## src/rtl/systolic_array_sched_ws_seq.sv

```systemverilog
// Tile scheduler for the weight-stationary systolic array.
// Each tile runs in four phases: load NUM_ROW weight rows, stream the
// requested number of activation vectors, wait for the array to drain,
// then pulse done. Every accepted beat reaches the sa_* outputs one
// cycle later.
module systolic_array_sched_ws_seq #(
    parameter int NUM_ROW    = 8,
    parameter int NUM_COL    = 8,
    parameter int DATA_WIDTH = 8,
    parameter int CNT_WIDTH  = 16
) (
    input  logic                          clk,
    input  logic                          rst_n,
    input  logic                          start,
    input  logic [CNT_WIDTH-1:0]          cfg_num_vec,
    input  logic [NUM_ROW*DATA_WIDTH-1:0] w_data,
    input  logic                          w_valid,
    output logic                          w_ready,
    input  logic [NUM_ROW*DATA_WIDTH-1:0] a_data,
    input  logic                          a_valid,
    output logic                          a_ready,
    output logic [NUM_ROW*DATA_WIDTH-1:0] sa_data,
    output logic [NUM_ROW-1:0]            sa_valid,
    output logic                          sa_last,
    output logic                          sa_cmd,
    output logic                          busy,
    output logic                          done
);

    localparam int DRAIN_CYCLES = NUM_ROW + NUM_COL;
    localparam int VEC_W        = NUM_ROW * DATA_WIDTH;

    localparam logic [CNT_WIDTH-1:0] CNT_ONE    = CNT_WIDTH'(1);
    localparam logic [CNT_WIDTH-1:0] W_LAST_IDX = CNT_WIDTH'(NUM_ROW - 1);
    localparam logic [CNT_WIDTH-1:0] D_LAST_IDX = CNT_WIDTH'(DRAIN_CYCLES - 1);

    typedef enum logic [2:0] {
        IDLE,
        LOAD_W,
        STREAM,
        DRAIN,
        DONE
    } state_t;

    state_t                 state_q, state_d;
    logic [CNT_WIDTH-1:0]   num_q, num_d;
    logic [CNT_WIDTH-1:0]   wcnt_q, wcnt_d;
    logic [CNT_WIDTH-1:0]   acnt_q, acnt_d;
    logic [CNT_WIDTH-1:0]   dcnt_q, dcnt_d;
    logic [VEC_W-1:0]       sa_data_q, sa_data_d;
    logic [NUM_ROW-1:0]     sa_valid_q, sa_valid_d;
    logic                   sa_last_q, sa_last_d;
    logic                   sa_cmd_q, sa_cmd_d;

    // Readies, busy and done depend on the state alone, never on the valids.
    assign w_ready  = (state_q == LOAD_W);
    assign a_ready  = (state_q == STREAM);
    assign busy     = (state_q != IDLE);
    assign done     = (state_q == DONE);

    assign sa_data  = sa_data_q;
    assign sa_valid = sa_valid_q;
    assign sa_last  = sa_last_q;
    assign sa_cmd   = sa_cmd_q;

    // Next-state logic: phase sequencing, beat counting and output staging.
    always_comb begin
        state_d    = state_q;
        num_d      = num_q;
        wcnt_d     = wcnt_q;
        acnt_d     = acnt_q;
        dcnt_d     = dcnt_q;
        sa_data_d  = sa_data_q;
        sa_cmd_d   = sa_cmd_q;
        sa_valid_d = '0;
        sa_last_d  = 1'b0;

        case (state_q)
            IDLE: begin
                if (start && (cfg_num_vec != '0)) begin
                    num_d   = cfg_num_vec;
                    wcnt_d  = '0;
                    acnt_d  = '0;
                    dcnt_d  = '0;
                    state_d = LOAD_W;
                end
            end
            LOAD_W: begin
                if (w_valid) begin
                    sa_data_d  = w_data;
                    sa_valid_d = '1;
                    sa_cmd_d   = 1'b1;
                    wcnt_d     = wcnt_q + CNT_ONE;
                    if (wcnt_q == W_LAST_IDX) begin
                        state_d = STREAM;
                    end
                end
            end
            STREAM: begin
                if (a_valid) begin
                    sa_data_d  = a_data;
                    sa_valid_d = '1;
                    sa_cmd_d   = 1'b0;
                    acnt_d     = acnt_q + CNT_ONE;
                    // Comparing against num_q-1 keeps the full counter range usable.
                    if (acnt_q == (num_q - CNT_ONE)) begin
                        sa_last_d = 1'b1;
                        state_d   = DRAIN;
                    end
                end
            end
            DRAIN: begin
                dcnt_d = dcnt_q + CNT_ONE;
                if (dcnt_q == D_LAST_IDX) begin
                    state_d = DONE;
                end
            end
            DONE: begin
                state_d = IDLE;
            end
            default: begin
                state_d = IDLE;
            end
        endcase
    end

    // State, counters and registered array outputs; reset discards any tile.
    always_ff @(posedge clk or negedge rst_n) begin
        if (!rst_n) begin
            state_q    <= IDLE;
            num_q      <= '0;
            wcnt_q     <= '0;
            acnt_q     <= '0;
            dcnt_q     <= '0;
            sa_data_q  <= '0;
            sa_valid_q <= '0;
            sa_last_q  <= 1'b0;
            sa_cmd_q   <= 1'b0;
        end else begin
            state_q    <= state_d;
            num_q      <= num_d;
            wcnt_q     <= wcnt_d;
            acnt_q     <= acnt_d;
            dcnt_q     <= dcnt_d;
            sa_data_q  <= sa_data_d;
            sa_valid_q <= sa_valid_d;
            sa_last_q  <= sa_last_d;
            sa_cmd_q   <= sa_cmd_d;
        end
    end

endmodule

```

## config.mk

```make
export PLATFORM = sky130hd
export DESIGN_NAME = systolic_array_sched_ws_seq
export DESIGN_NICKNAME = d
export VERILOG_FILES = /design/src/rtl/systolic_array_sched_ws_seq.sv
export SDC_FILE = /design/constraint.sdc
export NUM_CORES = 1
export LEC_CHECK = 0
export CAP_MARGIN = 10
export CORE_ASPECT_RATIO = 0.7
export CORE_MARGIN = 2
export CORE_UTILIZATION = 50
export CTS_CLUSTER_DIAMETER = 80
export DETAILED_ROUTE_END_ITERATION = 12
export GPL_ROUTABILITY_DRIVEN = 0
export PLACE_DENSITY_LB_ADDON = 0.12
export SYNTH_ARGS = -nofsm -noshare
export SYNTH_HDL_FRONTEND = slang
export SYNTH_SLANG_ARGS = --single-unit
```

## constraint.sdc

```tcl
create_clock -name clk -period 3.9 [get_ports clk]
set_input_delay 0.78 -clock clk [delete_from_list [all_inputs] [get_ports clk]]
set_output_delay 0.78 -clock clk [all_outputs]
set_load 0.02 [all_outputs]
```

==> results of run 1 <==
## flip-flops by register name (all words and copies together), names as in the netlist
register  flops
sa_data      64
acnt_q       16
dcnt_q       16
num_q        16
wcnt_q       16
state_q       3
sa_cmd        1
sa_last       1
sa_valid      1
## logic make-up after synthesis
logic type,synth area share [%]
AND/OR/NAND/NOR,19.9
buffers and inverters,3.87
AO/OA/AOI/OAI,12.3
flip-flops,49.2
adder cells (fa/ha/maj),0.735
XOR/XNOR,4.50
multiplexers,9.40
## final timing paths
path	from	end	cells after the start
setup / recovery	state_q[1]	a_ready	3
hold / removal	rst_n	num_q[15]	1
setup reg to reg	state_q[1]	sa_data[25]	5
hold reg to reg	dcnt_q[7]	dcnt_q[7]	1
max in group asynchronous	rst_n	dcnt_q[5]	2
min in group clk	dcnt_q[7]	dcnt_q[7]	1
## cells in the final DEF, fill, tap and decap left out, types with 3 or more instances in the layout
cell type	instances
a21oi_1	73
clkbuf_16	17
buf_4	8
clkinvlp_4	3
a41oi_1	4
bufinv_16	3
nand2_1	84
xnor2_1	15
mux2i_1	64
o21ai_1	7
and3_1	15
nand4_1	15
nor3_1	10
a31oi_1	7
xor2_1	20
clkinv_2	5
nor4_1	14
and4_1	4
and2_1	5
o21ai_0	55
nand3_1	20
ha_1	4
nor2_1	102
nor3b_2	3
dfrtp_1	134
inv_1	7
clkdlybuf4s50_1	225
## power by group
part / internal (mW) / switching [mW]
logic: 1.40 / 1.60
clock network: 1.02 / 0.597
registers: 1.87 / 0.411
total: 4.29 / 2.61
## layout make-up
cell class	instances	area (sq um)
Multi-Input combinational cell	546	3210
Tap cell	185	231
Sequential cell	134	3350
Fill cell	939	3450
Clock inverter	13	155
Inverter	7	26.3
Timing Repair Buffer	235	2350
Clock buffer	19	443
## routing by layer
layer  track usage [%]  part of all wire [%]  vias to the layer above
li1                  -                     -                     2997
met1              31.4                    41                     2974
met2              43.6                    50                      270
met3              4.63                   6.7                       30
met4              9.28                   2.0                        0
met5                 0                     0                        -
## worst register-to-register path, stage by stage (launching register included)
cell and delay (ns):
dfrtp_1 0.50, nor3b_2 0.21, buf_4 0.30, buf_4 0.71, mux2i_1 0.37, a21oi_1 0.10
## metrics by stage
| stage | hold WS (ns) | util, % | instances | setup WS, ns |
|---|---|---|---|---|
| floorplan | 0.452 | - | 736 | 1.83 |
| global placement | 0.461 | 69.4 | 1107 | 0.963 |
| detailed placement | 0.480 | 69.4 | 1107 | 0.775 |
| CTS | 0.375 | 73.9 | 1139 | 1.02 |
| global route | 0.394 | 73.9 | 1139 | 0.942 |
| finish | 0.354 | 73.9 | 1139 | 1.04 |
==> flow_summary.yaml, run 1 <==
synthesis:
  syn-mean-instance-area_sq_um: 9.26
  async_flop_share_pct: 100
  synth_top_area_share_pct: 49.2
  syn_area_sq_mm: 0.00681
  synth_nets: 889
  ys_ff_latch: 134
  synthesis.instances: 736
  synth_ff_type: "dfrtp_1"
  synth-edff-count: 0
  yosysSeqAreaShare_pct: 49.2
  synth_top_cells_by_count: "dfrtp_1, nor2_1, nand2_1, a21oi_1, mux2i_1"
  synth_warnings: 0
  synth_cell_types: 47
  yosys-top-cells-area: "dfrtp_1, mux2i_1, nor2_1"
  synth_most_common_cell: "dfrtp_1"
  yosysTopAreaCell: "dfrtp_1"
power_and_ir_drop:
  ir_drop_v: 0.000413
  leakage_nw: 4.20
  power.density_mw_per_mm2: 706
  p_total_mw: 6.89
routing:
  firstDrtPassIters: 5
  drc: 0
  ant_nets: 0
  drtIter0Drc: 379
  routed_wl_microns: 18400
  vias_per_cell: 5.51
  wire_per_inst_microns: 16.2
  num_vias: 6271
clock_network:
  cts_max_path_buffers: 2
  insertion_delay_ns: 0.41
  cts_sinks: 134
  ctsResizeCount: 0
  cts_root_buf: "clkbuf_16"
  h-tree-depth: 4
  cts_setup_buffers: 0
  cts_tree: "done"
  cts_buffers: 17
  hold_buffers: 0
  clk_pin_slew_ns: 0.06
setup_path:
  worstPathArrival_ns: 2.08
  crit_fanout: 15
  cp.required_ns: 3.12
  path_buf_inv: 2
  worstSetupPathType: "flip-flop to output pin"
  cp_slowest_cell: "clkdlybuf4s50_1"
  cp-end-kind: "output pin"
  slowest_delay_ns: 0.66
  startpoint_type: "flip-flop"
  cp_top_family: "buffers and inverters"
  ff2ff_setup_slack_ns: 1.57
  path_cells: "nor3b_2 > buf_4 > clkdlybuf4s50_1"
timing:
  fin_skew_ns: 0.00766
  hold_viol: 0
  min_period_ns: 2.86
  finalSetupViolCount: 0
  period_share_pct: 73.5
  max_freq_mhz: 349
  relSlewSlack_pct: 44.8
  rsz0062_at_grt: "no"
  slew_viol_final: 0
  finalSetupTns_ns: 0
  worst_slew_pin_slew_ns: 0.828
outcome:
  status: "finished, final reports clean"
final_layout:
  drive_above_1_share_pct: 5.24
  final_net_count: 1094
  n_antenna_cell: 0
  area_growth_syn_to_layout_pct: 43.4
  final_cell_area_sq_mm: 0.00977
floorplanning:
  die_area_sq_mm: 0.0146
  initial_core_util_pct: 51.5
  rows: 35
  core_area_sq_mm: 0.0132
  die_h_microns: 102
  die_w_microns: 144
  boundaryPins: 227
global_routing:
  antenna_found_initial: 0
  track_usage_pct: 25.0
  grt_pass1_vias: 5912
  grt_pass1_wl_microns: 28600
  grt_max_degree: 93
  grt_overflow: 0
place:
  placed_cell_area_sq_mm: 0.00917
  io_buffers: 226
  hpwlAfterDp_microns: 13500
flow_run:
  maxCapViolCount: 0
worst_hold_path:
  hold_class: "input port to asynchronous set/reset pin"
(Power assumes the default switching activity.)
==> run 2: changes to the inputs <==
--- a/config.mk
+++ b/config.mk
@@ -8,7 +8,7 @@
 export CAP_MARGIN = 10
 export CORE_ASPECT_RATIO = 0.7
 export CORE_MARGIN = 2
-export CORE_UTILIZATION = 50
+export CORE_UTILIZATION = 46
 export CTS_CLUSTER_DIAMETER = 80
 export DETAILED_ROUTE_END_ITERATION = 12
 export GPL_ROUTABILITY_DRIVEN = 0
==> constraint.sdc (replaced) <==
create_clock -name clk -period 3 [get_ports clk]
set_input_delay 0.6 -clock clk [delete_from_list [all_inputs] [get_ports clk]]
set_output_delay 0.6 -clock clk [all_outputs]
set_load 0.02 [all_outputs]
==> flow_summary.yaml, run 2 (same netlist as run 1, synthesis figures left out) <==
global_routing:
  antenna_found_initial: 0
  grt_pass1_vias: 6077
  grt_pass1_wl_microns: 30100
  grt_max_degree: 82
  grt_overflow: 0
  track_usage_pct: 23.9
power_and_ir_drop:
  power.density_mw_per_mm2: 907
  p_total_mw: 8.92
  ir_drop_v: 0.000464
  leakage_nw: 4.21
setup_path:
  startpoint_type: "flip-flop"
  path_cells: "nor3b_2 > clkdlybuf4s50_1"
  worstSetupPathDepth: 2
  worstSetupPathType: "flip-flop to output pin"
  cp.required_ns: 2.40
  crit_fanout: 10
  rr_worst_depth: 8
  cp_slowest_cell: "clkdlybuf4s50_1"
  cp_top_family: "buffers and inverters"
  worstPathArrival_ns: 2.01
  slowest_delay_ns: 0.71
  cp-end-kind: "output pin"
  path_buf_inv: 1
floorplanning:
  initial_core_util_pct: 46.7
  boundaryPins: 227
  core_area_sq_mm: 0.0146
  rows: 37
  die_area_sq_mm: 0.0158
  die_w_microns: 149
  die_h_microns: 106
timing:
  slew_viol_final: 0
  min_period_ns: 2.61
  finalSetupViolCount: 0
  finalSetupTns_ns: 0
  max_freq_mhz: 383
  fin_skew_ns: 0.00893
  hold_viol: 0
  worst_slew_pin_slew_ns: 0.690
  period_share_pct: 87.1
  relSlewSlack_pct: 53.4
  rsz0062_at_grt: "no"
clock_network:
  cts_buffers: 17
  h-tree-depth: 4
  cts_max_path_buffers: 2
  ctsResizeCount: 0
  insertion_delay_ns: 0.41
  cts_setup_buffers: 0
  cts_sinks: 134
  hold_buffers: 0
  clk_pin_slew_ns: 0.06
  cts_tree: "done"
  cts_root_buf: "clkbuf_16"
final_layout:
  largest_reg_flops: 64
  final_net_count: 1098
  area_growth_syn_to_layout_pct: 44.4
  fillers: 1170
  final_cell_mix: "clkdlybuf4s50_1, dfrtp_1, nor2_1"
  n_antenna_cell: 0
  drive_above_1_share_pct: 5.74
  mostFrequentLayoutCell: "clkdlybuf4s50_1"
routing:
  drc: 0
  ant_nets: 0
  num_vias: 6195
  met3_length_microns: 1340
  vias_per_cell: 5.37
  drtIter0Drc: 338
  dr_wl_met2_microns: 9180
  wl_met1_microns: 7720
  top_layer: "met4"
  wire_per_inst_microns: 16.0
  routed_wl_microns: 18500
  firstDrtPassIters: 5
flow_run:
  maxCapViolCount: 0
worst_hold_path:
  hold_class: "input port to asynchronous set/reset pin"
place:
  io_buffers: 226
  hpwlAfterDp_microns: 13900
outcome:
  status: "finished, final reports clean"
run 2: cell types whose count changed in the layout (fill, tap and decap cells not counted), sizes merged:
cell / delta
clkinvlp: +2
buf: +4
bufinv: -2
inv: +2
clkbuf: +1
clkinv: -3
run 2: cell type report:
cell class	count	area [sq um]	share of cell area [%]
repair buffers	239	2420	24.6
multi-input cells	546	3210	32.6
well taps	195	244	2.48
inverters	7	26.3	0.267
flip-flops and latches	134	3350	34.1
clock buffers	20	467	4.74
clock inverters	12	120	1.22
run 2: through the flow:
step	instances	worst slack, ns	hold WS, ns	utilization [%]	instance area, sq um
global placement	1121	0.272	0.470	63.4	9250
finish	1153	0.387	0.233	67.5	9840
floorplan	736	1.03	0.304	-	6810
global route	1153	0.248	0.288	67.5	9840
CTS	1153	0.362	0.257	67.5	9840
detailed placement	1121	0.0325	0.476	63.4	9250
run 2: metal layers:
metal,up-vias,GRT usage (%)
met5,-,0
met4,0,6.26
met3,20,5.54
met2,227,40.5
met1,2947,30.8
li1,3001,-
run 2: worst register-to-register path, delay by kind of cell, from the launching register on:
family | cells | cell delay [ns]
AOI/OAI and AO/OA | 1 | 0.37
adders and majority gates | 1 | 0.22
buffers and inverters | 1 | 0.10
DFF | 1 | 0.43
and+or+nand+nor | 5 | 1.13
run 2: final timing paths:
check                            end  slack, ns  startpoint
setup / recovery             a_ready       0.39  state_q[1]
hold / removal             num_q[12]       0.23       rst_n
setup reg to reg             sa_last       0.67    num_q[0]
hold reg to reg               sa_cmd       0.49      sa_cmd
max in group asynchronous  dcnt_q[1]       2.05       rst_n
min in group clk              sa_cmd       0.49      sa_cmd
run 2: power by group:
| part | internal, mW | total, mW | switching (mW) |
|---|---|---|---|
| registers | 2.43 | 2.96 | 0.528 |
| logic | 1.85 | 3.94 | 2.09 |
| clock network | 1.22 | 2.02 | 0.803 |
